$ cat src/rtl/pcm_dc_block_fifo_pkg.sv
// Shared types, limits and saturation helpers for the PCM DC-block / FIFO stage.
// Optional build macro used elsewhere in this slice: PCM_PEAK_METER_EN.
package pcm_pkg;

    typedef logic signed [15:0] pcm_sample_t;

    typedef enum logic [1:0] {
        ST_IDLE   = 2'd0,
        ST_SETTLE = 2'd1,
        ST_RUN    = 2'd2
    } pcm_state_e;

    localparam pcm_sample_t PCM_MAX = 16'sh7FFF;
    localparam pcm_sample_t PCM_MIN = 16'sh8000;

    // Clamp a wide signed value into the 16-bit PCM range.
    function automatic pcm_sample_t sat16(input logic signed [31:0] v);
        pcm_sample_t r;
        if (v > 32'sd32767) begin
            r = PCM_MAX;
        end else if (v < -32'sd32768) begin
            r = PCM_MIN;
        end else begin
            r = 16'(v);
        end
        return r;
    endfunction

    // Magnitude of a sample; -32768 has no positive twin so it maps to 32767.
    function automatic pcm_sample_t abs16(input pcm_sample_t v);
        pcm_sample_t r;
        if (v == PCM_MIN) begin
            r = PCM_MAX;
        end else if (v < 16'sd0) begin
            r = -v;
        end else begin
            r = v;
        end
        return r;
    endfunction

endpackage

$ cat src/rtl/pcm_dc_block_fifo_if.sv
// AXI4-Stream style sample channel carried out of pcm_dc_block_fifo.
interface pcm_axis_if;
    import pcm_pkg::*;

    pcm_sample_t tdata;
    logic        tvalid;
    logic        tready;

    modport master (output tdata, output tvalid, input tready);
    modport slave  (input tdata, input tvalid, output tready);
endinterface

$ cat src/rtl/pcm_dc_block_fifo_fifo.sv
// Synchronous FIFO with exact occupancy, flush, and empty-gated read data.
// A write to a full FIFO is accepted only when a read happens in the same cycle.
module pcm_sync_fifo #(
    parameter int DATA_W = 16,
    parameter int DEPTH  = 16
) (
    input  logic                     clk,
    input  logic                     reset,
    input  logic                     flush,
    input  logic                     wr_en,
    input  logic [DATA_W-1:0]        wr_data,
    input  logic                     rd_en,
    output logic [DATA_W-1:0]        rd_data,
    output logic [$clog2(DEPTH):0]   level,
    output logic                     full,
    output logic                     empty
);
    localparam int AW    = $clog2(DEPTH);
    localparam int LVL_W = AW + 1;

    logic [DATA_W-1:0] mem_q [DEPTH];
    logic [AW-1:0]     wr_ptr_q, wr_ptr_d;
    logic [AW-1:0]     rd_ptr_q, rd_ptr_d;
    logic [LVL_W-1:0]  level_q, level_d;
    logic              do_wr_s, do_rd_s;

    // Flags, handshake qualification and next pointer/level values.
    always_comb begin
        full    = (level_q == LVL_W'(DEPTH));
        empty   = (level_q == '0);
        do_rd_s = rd_en && !empty && !flush;
        do_wr_s = wr_en && (!full || do_rd_s) && !flush;
        if (empty) begin
            rd_data = '0;
        end else begin
            rd_data = mem_q[rd_ptr_q];
        end
        wr_ptr_d = wr_ptr_q;
        rd_ptr_d = rd_ptr_q;
        level_d  = level_q;
        if (flush) begin
            wr_ptr_d = '0;
            rd_ptr_d = '0;
            level_d  = '0;
        end else begin
            if (do_wr_s) begin
                wr_ptr_d = wr_ptr_q + AW'(1);
            end else begin
                wr_ptr_d = wr_ptr_q;
            end
            if (do_rd_s) begin
                rd_ptr_d = rd_ptr_q + AW'(1);
            end else begin
                rd_ptr_d = rd_ptr_q;
            end
            case ({do_wr_s, do_rd_s})
                2'b10:   level_d = level_q + LVL_W'(1);
                2'b01:   level_d = level_q - LVL_W'(1);
                default: level_d = level_q;
            endcase
        end
    end

    // Pointer and occupancy registers.
    always_ff @(posedge clk) begin
        if (reset) begin
            wr_ptr_q <= '0;
            rd_ptr_q <= '0;
            level_q  <= '0;
        end else begin
            wr_ptr_q <= wr_ptr_d;
            rd_ptr_q <= rd_ptr_d;
            level_q  <= level_d;
        end
    end

    // Sample storage; contents are never observed while empty, so no reset.
    always_ff @(posedge clk) begin
        if (do_wr_s) begin
            mem_q[wr_ptr_q] <= wr_data;
        end
    end

    assign level = level_q;
endmodule

$ cat src/rtl/pcm_dc_block_fifo.sv
// PCM post-processing: settle gate, one-pole DC blocker, power-of-two gain with
// saturation, and an output FIFO presented as a stream master. The source has no
// ready, so a full FIFO drops samples and sets a sticky overflow flag.
// Optional build macro: PCM_PEAK_METER_EN adds peak_level / peak_clear.
module pcm_dc_block_fifo
    import pcm_pkg::*;
#(
    parameter int ALPHA_SHIFT  = 8,
    parameter int SETTLE_COUNT = 64,
    parameter int FIFO_DEPTH   = 16
) (
    input  logic                          clk,
    input  logic                          reset,
    input  logic                          enable,
    input  logic                          dc_bypass,
    input  logic [2:0]                    gain_shift,
    input  pcm_sample_t                   in_data,
    input  logic                          in_valid,
    pcm_axis_if.master                    m,
    output logic [$clog2(FIFO_DEPTH):0]   fifo_level,
    output logic                          overflow,
    input  logic                          ovf_clear
`ifdef PCM_PEAK_METER_EN
    ,
    output logic [15:0]                   peak_level,
    input  logic                          peak_clear
`endif
);
    localparam int ACC_W = 16 + ALPHA_SHIFT + 2;
    localparam int Y_W   = ACC_W - ALPHA_SHIFT;
    localparam int CNT_W = (SETTLE_COUNT > 0) ? $clog2(SETTLE_COUNT + 1) : 1;

    pcm_state_e               state_q, state_d;
    logic [CNT_W-1:0]         cnt_q, cnt_d;
    logic signed [ACC_W-1:0]  acc_q, acc_d;
    pcm_sample_t              xprev_q, xprev_d;
    logic                     s1_valid_q, s1_valid_d;
    logic                     s2_valid_q, s2_valid_d;
    pcm_sample_t              s2_data_q, s2_data_d;
    logic                     overflow_q, overflow_d;

    logic                     clear_s, filt_en_s;
    logic signed [ACC_W-1:0]  x_ext_s, xp_ext_s, diff_s, acc_n_s;
    logic signed [Y_W-1:0]    y_s, gain_in_s;
    logic signed [31:0]       gain_ext_s, gain_wide_s;
    logic                     wr_en_s, drop_s, wr_done_s;
    logic [15:0]              fifo_rd_s;
    logic                     fifo_full_s, fifo_empty_s;

    // FSM next state, filter update and gain stage; the stage-1 sample is
    // acc_q (filtered, scaled) and xprev_q (raw), both loaded on the same edge.
    always_comb begin
        state_d    = state_q;
        cnt_d      = cnt_q;
        acc_d      = acc_q;
        xprev_d    = xprev_q;
        s1_valid_d = 1'b0;
        s2_valid_d = 1'b0;
        s2_data_d  = s2_data_q;
        filt_en_s  = 1'b0;
        clear_s    = (state_q == ST_IDLE) || !enable;

        x_ext_s  = {{(ACC_W-16){in_data[15]}}, in_data};
        xp_ext_s = {{(ACC_W-16){xprev_q[15]}}, xprev_q};
        diff_s   = x_ext_s - xp_ext_s;
        acc_n_s  = acc_q + (diff_s <<< ALPHA_SHIFT) - (acc_q >>> ALPHA_SHIFT);

        case (state_q)
            ST_IDLE: begin
                if (enable) begin
                    if (SETTLE_COUNT == 0) begin
                        state_d = ST_RUN;
                    end else begin
                        state_d = ST_SETTLE;
                        cnt_d   = CNT_W'(SETTLE_COUNT);
                    end
                end else begin
                    state_d = ST_IDLE;
                end
            end
            ST_SETTLE: begin
                if (!enable) begin
                    state_d = ST_IDLE;
                end else if (in_valid) begin
                    filt_en_s = 1'b1;
                    cnt_d     = cnt_q - CNT_W'(1);
                    if (cnt_q == CNT_W'(1)) begin
                        state_d = ST_RUN;
                    end else begin
                        state_d = ST_SETTLE;
                    end
                end else begin
                    state_d = ST_SETTLE;
                end
            end
            ST_RUN: begin
                if (!enable) begin
                    state_d = ST_IDLE;
                end else if (in_valid) begin
                    filt_en_s  = 1'b1;
                    s1_valid_d = 1'b1;
                end else begin
                    state_d = ST_RUN;
                end
            end
            default: begin
                state_d = ST_IDLE;
            end
        endcase

        if (filt_en_s) begin
            acc_d   = acc_n_s;
            xprev_d = in_data;
        end else begin
            acc_d   = acc_q;
            xprev_d = xprev_q;
        end

        y_s = Y_W'(acc_q >>> ALPHA_SHIFT);
        if (dc_bypass) begin
            gain_in_s = Y_W'(xprev_q);
        end else begin
            gain_in_s = y_s;
        end
        gain_ext_s  = 32'(gain_in_s);
        gain_wide_s = gain_ext_s <<< gain_shift;

        if (s1_valid_q) begin
            s2_valid_d = 1'b1;
            s2_data_d  = sat16(gain_wide_s);
        end else begin
            s2_valid_d = 1'b0;
            s2_data_d  = s2_data_q;
        end

        if (clear_s) begin
            acc_d      = '0;
            xprev_d    = '0;
            s1_valid_d = 1'b0;
            s2_valid_d = 1'b0;
        end else begin
            s1_valid_d = s1_valid_d;
        end
    end

    // FIFO write qualification and sticky overflow (a new drop beats a clear).
    always_comb begin
        wr_en_s   = s2_valid_q && !clear_s;
        drop_s    = wr_en_s && fifo_full_s && !m.tready;
        wr_done_s = wr_en_s && !drop_s;
        if (drop_s) begin
            overflow_d = 1'b1;
        end else if (ovf_clear) begin
            overflow_d = 1'b0;
        end else begin
            overflow_d = overflow_q;
        end
    end

    // Pipeline, filter and control registers.
    always_ff @(posedge clk) begin
        if (reset) begin
            state_q    <= ST_IDLE;
            cnt_q      <= '0;
            acc_q      <= '0;
            xprev_q    <= '0;
            s1_valid_q <= 1'b0;
            s2_valid_q <= 1'b0;
            s2_data_q  <= '0;
            overflow_q <= 1'b0;
        end else begin
            state_q    <= state_d;
            cnt_q      <= cnt_d;
            acc_q      <= acc_d;
            xprev_q    <= xprev_d;
            s1_valid_q <= s1_valid_d;
            s2_valid_q <= s2_valid_d;
            s2_data_q  <= s2_data_d;
            overflow_q <= overflow_d;
        end
    end

    pcm_sync_fifo #(
        .DATA_W (16),
        .DEPTH  (FIFO_DEPTH)
    ) u_fifo (
        .clk     (clk),
        .reset   (reset),
        .flush   (clear_s),
        .wr_en   (wr_en_s),
        .wr_data (s2_data_q),
        .rd_en   (m.tready),
        .rd_data (fifo_rd_s),
        .level   (fifo_level),
        .full    (fifo_full_s),
        .empty   (fifo_empty_s)
    );

    assign m.tvalid = !fifo_empty_s;
    assign m.tdata  = fifo_rd_s;
    assign overflow = overflow_q;

`ifdef PCM_PEAK_METER_EN
    pcm_sample_t peak_q, peak_d, peak_base_s, wr_abs_s;

    // Peak magnitude over accepted writes; a clear restarts from this cycle's write.
    always_comb begin
        wr_abs_s = abs16(s2_data_q);
        if (peak_clear) begin
            peak_base_s = 16'sd0;
        end else begin
            peak_base_s = peak_q;
        end
        if (wr_done_s && (wr_abs_s > peak_base_s)) begin
            peak_d = wr_abs_s;
        end else begin
            peak_d = peak_base_s;
        end
    end

    // Peak register.
    always_ff @(posedge clk) begin
        if (reset) begin
            peak_q <= '0;
        end else begin
            peak_q <= peak_d;
        end
    end

    assign peak_level = peak_q;
`endif
endmodule

$ cat src/flat_wrapper.sv
// flat-port wrapper written by rule: the top's interface ports become plain ports
module pcm_dc_block_fifo_flat import pcm_pkg::*;
#(
    parameter int ALPHA_SHIFT  = 8,
    parameter int SETTLE_COUNT = 64,
    parameter int FIFO_DEPTH   = 16
)
  (clk, reset, enable, dc_bypass, gain_shift, in_data, in_valid, fifo_level, overflow, ovf_clear, m_tdata, m_tvalid, m_tready);
  pcm_axis_if m_i ();
  input  logic clk;
  input  logic reset;
  input  logic enable;
  input  logic dc_bypass;
  input  logic [2:0] gain_shift;
  input  pcm_sample_t in_data;
  input  logic in_valid;
  output logic [$clog2(FIFO_DEPTH):0] fifo_level;
  output logic overflow;
  input  logic ovf_clear;
  output wire logic [$bits(m_i.tdata)-1:0] m_tdata;
  output wire logic [$bits(m_i.tvalid)-1:0] m_tvalid;
  input wire logic [$bits(m_i.tready)-1:0] m_tready;
  assign m_tdata = m_i.tdata;
  assign m_tvalid = m_i.tvalid;
  assign m_i.tready = m_tready;
  pcm_dc_block_fifo #(.ALPHA_SHIFT(ALPHA_SHIFT), .SETTLE_COUNT(SETTLE_COUNT), .FIFO_DEPTH(FIFO_DEPTH)) u_core (.clk(clk), .reset(reset), .enable(enable), .dc_bypass(dc_bypass), .gain_shift(gain_shift), .in_data(in_data), .in_valid(in_valid), .m(m_i), .fifo_level(fifo_level), .overflow(overflow), .ovf_clear(ovf_clear));
endmodule
$ cat config.mk
export PLATFORM = sky130hd
export DESIGN_NAME = pcm_dc_block_fifo_flat
export DESIGN_NICKNAME = d
export VERILOG_FILES = /design/src/rtl/pcm_dc_block_fifo_pkg.sv /design/src/rtl/pcm_dc_block_fifo_if.sv /design/src/rtl/pcm_dc_block_fifo_fifo.sv /design/src/rtl/pcm_dc_block_fifo.sv /design/src/flat_wrapper.sv
export SDC_FILE = /design/constraint.sdc
export NUM_CORES = 1
export LEC_CHECK = 0
export CORE_AREA = 3 3 241 243
export CTS_CLUSTER_SIZE = 8
export DETAILED_ROUTE_END_ITERATION = 12
export DIE_AREA = 0 0 244 246
export MAX_ROUTING_LAYER = met4
export PLACE_DENSITY = 0.5
export SYNTH_ARGS = -nofsm -noshare
export SYNTH_HDL_FRONTEND = slang
export SYNTH_SLANG_ARGS = --single-unit
$ cat constraint.sdc
create_clock -name clk -period 4.8 [get_ports clk]
set_input_delay 0.72 -clock clk [delete_from_list [all_inputs] [get_ports clk]]
set_output_delay 0.72 -clock clk [all_outputs]
set_load 0.01 [all_outputs]
==> metrics.txt, run 1 <==
starting density of the core 0.299; final core utilization 0.360; Antenna Violating Nets Remaining 0; Post-Place Setup Slack -0.589 ns; class of the worst hold path input port to flop; io pins 49; overall global routing resource usage 0.141; P&R area growth vs syn 20.6%; worst endpoint required time 5.24 ns; initial antenna violation count 0; crit end category flop; vias per cell 4.86; number of nets in the synthesized netlist 1333; number of setup violations in the final report 0; Final #Nets 1459; wire per inst 19.2 um; Horiz. Die Dim 244 um; arrival time at the worst endpoint 4.93 ns; vias in the first global route 10657; max-slew violations 0; total iterations of the first detailed-routing run 5; Slew headroom 0.386; clock tree from TritonCTS yes; depth of the CTS H-tree 2; Synth async-reset ratio 0; number of maximum-capacitance constraint violations 0; gr ovfl total 0; die outline height 246 um; pwr dens 343 nW/um2; final critical-path share of the clock period 0.934; Clock Root Buffer sky130_fd_sc_hd__clkbuf_16; area of the placeable core 56200 um2; Hold Vio Cnt, Final 0; clock buffer count from CTS 49; share of layout cells above drive strength 1 0.221; LEAKAGE 6.79 nW; Synth Flop Type sky130_fd_sc_hd__edfxtp_1; final HPWL from detailed placement 26300 um; gpl congestion 0.864; Slew @ Worst Pin 0.919 ns; count of input and output buffers 48; post-synth top area share 0.458; final wirelength 40900 um; violation count after the first detailed-route iteration 512; post-layout min period 4.48 ns; Die Outline Area 60000 um2; Worst Setup Path Type input port to flop; sequential-to-total area share from yosys stat 0.562; via count 10357; launch point of the worst path in_data[2]; Worst Setup Start Kind input port; Reg clk slew, reported paths 0.05 ns; warning count from the yosys run 0; number of sinks on the clock net 343; worst-case vdd ir drop 0.240 mV; Placement Rows 87; largest area contributor in the netlist sky130_fd_sc_hd__edfxtp_1; Inserted Diodes 0; DRC 0; maximum fanout along the worst path 4; Achievable Freq 223 MHz; placed instance area 18700 um2; final non-filler cell area 20200 um2; Netlist Area Pre-Place 16800 um2; maximum number of pins on one net before global-route repair 65; post-synth cell types 65; result of the run completed; Max Root-Sink Buffers 3; average cell area after synthesis 13.7 um2; skew final 0.0243 ns; global-route wire length before repair 63400 um; Mapped Cells 1223; post-synthesis sequential element count 343; unrepaired setup endpoints after global routing no; Setup WS post-layout 0.317 ns; insertion delay to the later sink of the worst-skew pair 0.57 ns; Reg2Reg Launch Point u_core.xprev_q[0]; EDFF count, synth 256; largest cells by area after synthesis sky130_fd_sc_hd__edfxtp_1, sky130_fd_sc_hd__mux4_2, sky130_fd_sc_hd__dfxtp_1; number of hold-repair buffers added at the cts stage 0; min-delay src in_data[0]
-- kinds of logic after synthesis --
group | count (synthesis) | synth area share
muxes | 119 | 0.148
AOI/OAI and AO/OA | 206 | 0.0839
xor gates and xnor gates | 41 | 0.0214
and+or+nand+nor | 301 | 0.0828
DFF | 343 | 0.562
adders and majority gates | 84 | 0.0716
buffers and inverters | 129 | 0.0308
-- registers in the layout (all words and copies together) (netlist names), named ones only --
name / flops
u_core.u_fifo.mem_q: 256
u_core.acc_q: 26
u_core.s2_data_q: 16
u_core.xprev_q: 16
u_core.cnt_q: 7
u_core.u_fifo.level: 5
u_core.u_fifo.rd_ptr_q: 4
u_core.u_fifo.wr_ptr_q: 4
u_core.state_q: 2
u_core.overflow: 1
u_core.s1_valid_q: 1
u_core.s2_valid_q: 1
-- critical path: stages --
cell and delay, ns:
sky130_fd_sc_hd__clkdlybuf4s50_1 0.44, sky130_fd_sc_hd__ha_1 0.34, sky130_fd_sc_hd__nor2b_2 0.16, sky130_fd_sc_hd__o21ai_1 0.14, sky130_fd_sc_hd__a21boi_1 0.08, sky130_fd_sc_hd__buf_4 0.15
sky130_fd_sc_hd__o211ai_1 0.16, sky130_fd_sc_hd__nand2b_1 0.08, sky130_fd_sc_hd__xor2_1 0.17, sky130_fd_sc_hd__fa_1 0.40, sky130_fd_sc_hd__ha_1 0.32, sky130_fd_sc_hd__a21o_1 0.20
sky130_fd_sc_hd__o21bai_1 0.18, sky130_fd_sc_hd__or4_4 0.57, sky130_fd_sc_hd__a311oi_4 0.35, sky130_fd_sc_hd__a211oi_2 0.12, sky130_fd_sc_hd__xor2_1 0.16, sky130_fd_sc_hd__a22o_1 0.18
-- area by class of cell --
class | instances | area (um2)
Timing Repair Buffer | 137 | 1180
Clock buffer | 72 | 1350
Sequential cell | 343 | 9430
Inverter | 67 | 251
Multi-Input combinational cell | 751 | 7010
Clock inverter | 3 | 58.8
Tap cell | 756 | 946
Fill cell | 5464 | 35900
-- where the power goes --
group / total (W) / switching [W] / internal [W]
Sequential: 0.00316 / 0.00000615 / 0.00316
Combinational: 0.000606 / 0.000308 / 0.000298
Clock: 0.00317 / 0.00124 / 0.00193
-- routing by layer --
metal	global-route usage	vias to the layer above	part of all wire	routed length (um)
li1	-	4877	-	-
met1	0.180	5232	0.44	18000
met2	0.235	188	0.50	20300
met3	0.0208	60	0.039	1600
met4	0.0407	0	0.024	980
met5	-	-	0	0
-- placed cells by master, fill, tap and decap left out, types with 21 or more instances in the layout --
cell                              netlist  final
sky130_fd_sc_hd__edfxtp_1             256    256
sky130_fd_sc_hd__dfxtp_1               87     85
sky130_fd_sc_hd__clkbuf_16              0     49
sky130_fd_sc_hd__mux4_2                96     96
sky130_fd_sc_hd__nand2_1              101    101
sky130_fd_sc_hd__ha_1                  64     61
sky130_fd_sc_hd__nor2_1                88     74
sky130_fd_sc_hd__clkdlybuf4s50_1        0     46
sky130_fd_sc_hd__inv_1                 67     66
sky130_fd_sc_hd__xnor2_1               25     23
sky130_fd_sc_hd__a21oi_1               67     63
sky130_fd_sc_hd__o21ai_0               24     21
sky130_fd_sc_hd__buf_4                  1     87
-- final timing paths --
check / end / cells past startpoint / slack, ns
max: u_core.acc_q[23] / 18 / 0.32
min reg2reg: u_core.acc_q[4] / 2 / 0.46
max reg2reg: u_core.acc_q[23] / 17 / 0.39
min: u_core.xprev_q[0] / 3 / 0.45
-- metrics by stage --
stage | total power [W] | cells | setup TNS (ns) | hold WS [ns]
finish | 0.00693 | 2129 | 0 | 0.450
CTS | 0.00700 | 2128 | 0 | 0.460
floorplan | 0.00358 | 1223 | 0 | 0.436
detailed placement | 0.00378 | 2053 | -3.69 | 0.452
global placement | 0.00378 | 2053 | -3.34 | 0.448
global route | 0.00721 | 2129 | 0 | 0.417
-- cells in the mapped netlist (7+ instances only) --
library cell               number
sky130_fd_sc_hd__buf_1         17
sky130_fd_sc_hd__nand3_1       18
sky130_fd_sc_hd__dfxtp_1       87
sky130_fd_sc_hd__nor2_1        88
sky130_fd_sc_hd__o211ai_1      10
sky130_fd_sc_hd__o21bai_1       7
sky130_fd_sc_hd__ha_1          64
sky130_fd_sc_hd__and3_1        10
sky130_fd_sc_hd__xor2_1        16
sky130_fd_sc_hd__nand2b_1      13
sky130_fd_sc_hd__clkbuf_1      38
sky130_fd_sc_hd__xnor2_1       25
sky130_fd_sc_hd__edfxtp_1     256
sky130_fd_sc_hd__nor3_1        17
sky130_fd_sc_hd__nand2_1      101
sky130_fd_sc_hd__mux2i_1       13
sky130_fd_sc_hd__and2_1        18
sky130_fd_sc_hd__nor2b_1       12
sky130_fd_sc_hd__inv_1         67
sky130_fd_sc_hd__a211oi_1      16
sky130_fd_sc_hd__o21ai_0       24
sky130_fd_sc_hd__fa_1          20
sky130_fd_sc_hd__a211oi_2      11
sky130_fd_sc_hd__a31oi_1        7
sky130_fd_sc_hd__a211o_1        9
sky130_fd_sc_hd__mux4_2        96
sky130_fd_sc_hd__a21o_1        14
sky130_fd_sc_hd__a21oi_1       67
-- repair_timing --
item                                    CTS  global route
endpoints found under the setup margin    2             6
hold endpoints to repair                  0             0
buffers inserted                          0             1
pin swaps                                 0            16
gates resized for setup                   2            29
(Power assumes the default switching activity.)
==> inputs of run 2 (changes only) <==
CAP_MARGIN = 30   (was default)
PLACE_DENSITY = 0.48   (was 0.5)
clock period = 4.2 ns   (was 4.8 ns; I/O delays follow)
==> run 2 against run 1 <==
Net effect: the run now ends with setup timing left; via count rose by 1.0%; wire length rose by 3.0%; first-iteration DRC count rose by 12%; sequential share of layout area fell by 0.98 points; worst setup slack got worse by 0.34 ns; sequential power rose by 14%; hold slack got worse by 0.027 ns; largest power group unchanged; die area did not move; critical path depth fell by 1.
==> metrics.txt, run 2 (same netlist as run 1, synthesis figures left out) <==
Placement Rows 87; post-layout min period 4.23 ns; number of hold-repair buffers added at the cts stage 0; starting density of the core 0.299; clock network power share 0.452; reg-to-reg critical path endpoint u_core.acc_q[23]; wl on met1 18800 um; maximum number of pins on one net before global-route repair 65; Met2 Routed Length 20900 um; clock tree from TritonCTS yes; Setup WS post-layout -0.0257 ns; number of setup violations in the final report 1; skew final 0.0178 ns; insertion delay to the later sink of the worst-skew pair 0.57 ns; Die Outline Area 60000 um2; crit end category flop; routed wire length on met3 1610 um; Worst Setup Path Type input port to flop; gpl congestion 0.895; depth of the CTS H-tree 2; most common library cell in the layout ignoring fill and taps sky130_fd_sc_hd__edfxtp_1; gr ovfl total 0; number of instances on the worst hold path 3; Clock Root Buffer sky130_fd_sc_hd__clkbuf_16; Reg clk slew, reported paths 0.05 ns; commonest cells after routing, fill and taps aside sky130_fd_sc_hd__edfxtp_1, sky130_fd_sc_hd__buf_4, sky130_fd_sc_hd__nand2_1; count of input and output buffers 48; violated checks setup timing; Max Used Layer met4; die outline height 246 um; Slew headroom 0.373; worst endpoint required time 4.67 ns; placed instance area 19000 um2; final wirelength 42200 um; max reg flops 256; initial antenna violation count 0; max-slew violations 0; Internal Power 0.00618 W; proportion of total power due to net switching 0.228; share of layout cells above drive strength 1 0.259; Net Switching 0.00182 W; via count 10464; maximum fanout along the worst path 2; number of maximum-capacitance constraint violations 0; area of the placeable core 56200 um2; PnR Total Power 0.00801 W; Reg2Reg Launch Point u_core.xprev_q[1]; final HPWL from detailed placement 26800 um; largest registers u_core.u_fifo.mem_q x256, u_core.acc_q x26; number of sinks on the clock net 343; Final #Nets 1500; Worst Setup Start Kind input port; share of power burned in registers 0.451; Antenna Violating Nets Remaining 0; Hold Vio Cnt, Final 0; worst-case hold path end point u_core.xprev_q[0]; Slew @ Worst Pin 0.938 ns; class of the worst hold path input port to flop; pwr dens 387 nW/um2; clock buffer count from CTS 49; overall global routing resource usage 0.146; vias in the first global route 10797; register-to-register path setup slack 0.02 ns; LEAKAGE 7.00 nW; fill cell total of the finished layout 5412; DRC 0; final critical-path share of the clock period 1.01; worst-case vdd ir drop 0.273 mV; min-delay src in_data[0]; depth of the worst register-to-register path 18; Achievable Freq 237 MHz; unrepaired setup endpoints after global routing yes; final non-filler cell area 20700 um2; P&R area growth vs syn 23.2%; wire per inst 19.4 um; portion of total power attributed to combinational logic 0.096; violation count after the first detailed-route iteration 573; global-route wire length before repair 65600 um; io pins 49; largest register by flop count u_core.u_fifo.mem_q; Horiz. Die Dim 244 um; arrival time at the worst endpoint 4.69 ns; total iterations of the first detailed-routing run 4; vias per cell 4.81; result of the run finished, violations left; Inserted Diodes 0; Max Root-Sink Buffers 3
-- run 2: cell types whose count changed in the layout (fill, tap and decap cells not counted), moves of 4 or more --
cell                       change
sky130_fd_sc_hd__ha_1          -5
sky130_fd_sc_hd__ha_4          +5
sky130_fd_sc_hd__clkbuf_1      +5
sky130_fd_sc_hd__buf_4        +41
sky130_fd_sc_hd__a21oi_2       +4
sky130_fd_sc_hd__a21oi_1       -4
-- run 2: timing repair --
action	4_1_cts	5_1_grt
resized for setup	20	25
pin swaps	27	23
setup endpoints to repair	8	10
setup buffers	3	9
-- run 2: worst max-delay path by stage --
stage	start	endpoint	slack [ns]	cells past startpoint
floorplan	in_data[0]	u_core.acc_q[23]	-0.16	18
global placement	in_data[0]	u_core.acc_q[25]	-0.90	21
detailed placement	in_data[0]	u_core.acc_q[25]	-0.92	21
CTS	in_data[3]	u_core.acc_q[23]	0.02	16
global route	u_core.xprev_q[0]	u_core.acc_q[24]	-0.19	19
finish	in_data[8]	u_core.acc_q[23]	-0.03	17
-- run 2: layout make-up --
class / count / area (um2) / share of cell area
flip-flops and latches: 343 / 9440 / 0.456
multi-input cells: 751 / 7150 / 0.346
repair buffers: 178 / 1480 / 0.0716
clock buffers: 75 / 1340 / 0.0650
well taps: 756 / 946 / 0.0458
inverters: 67 / 251 / 0.0122
clock inverters: 4 / 63.8 / 0.00309
-- run 2: metrics by stage --
stage	hold slack (ns)	TNS, ns	instances	util	setup slack, ns
2_1_floorplan	0.436	-0.158	1223	-	-0.158
3_3_place_gp	0.447	-7.72	2083	0.338	-0.898
3_5_place_dp	0.453	-7.83	2083	0.338	-0.917
4_1_cts	0.426	0	2165	0.365	0.0179
5_1_grt	0.425	-0.651	2174	0.368	-0.192
6_report	0.423	-0.0257	2174	0.368	-0.0257
-- run 2: critical path, stage by stage --
cell and delay [ns]:
sky130_fd_sc_hd__clkdlybuf4s50_1 0.43, sky130_fd_sc_hd__ha_1 0.32, sky130_fd_sc_hd__and2_1 0.17, sky130_fd_sc_hd__a31o_2 0.22, sky130_fd_sc_hd__a31oi_2 0.18, sky130_fd_sc_hd__buf_4 0.14, sky130_fd_sc_hd__nor2b_4 0.15, sky130_fd_sc_hd__xnor2_2 0.08
sky130_fd_sc_hd__fa_1 0.55, sky130_fd_sc_hd__ha_4 0.21, sky130_fd_sc_hd__a21o_1 0.16, sky130_fd_sc_hd__o21bai_4 0.17, sky130_fd_sc_hd__or4_4 0.56, sky130_fd_sc_hd__a311oi_4 0.26, sky130_fd_sc_hd__a211oi_2 0.12, sky130_fd_sc_hd__xor2_1 0.17
sky130_fd_sc_hd__a22o_1 0.17
-- run 2: per-layer routing --
layer,track usage,vias up
met5,-,-
met4,0.0411,0
met3,0.0220,55
met2,0.244,184
met1,0.187,5253
li1,-,4972
-- run 2: power groups by stage --
stage	logic, W	clock network [W]	registers, W
3_3_place_gp	0.000695	0	0.00368
3_5_place_dp	0.000695	0	0.00368
4_1_cts	0.000724	0.00375	0.00361
6_report	0.000772	0.00362	0.00361
5_1_grt	0.000850	0.00390	0.00361
2_1_floorplan	0.000436	0	0.00368
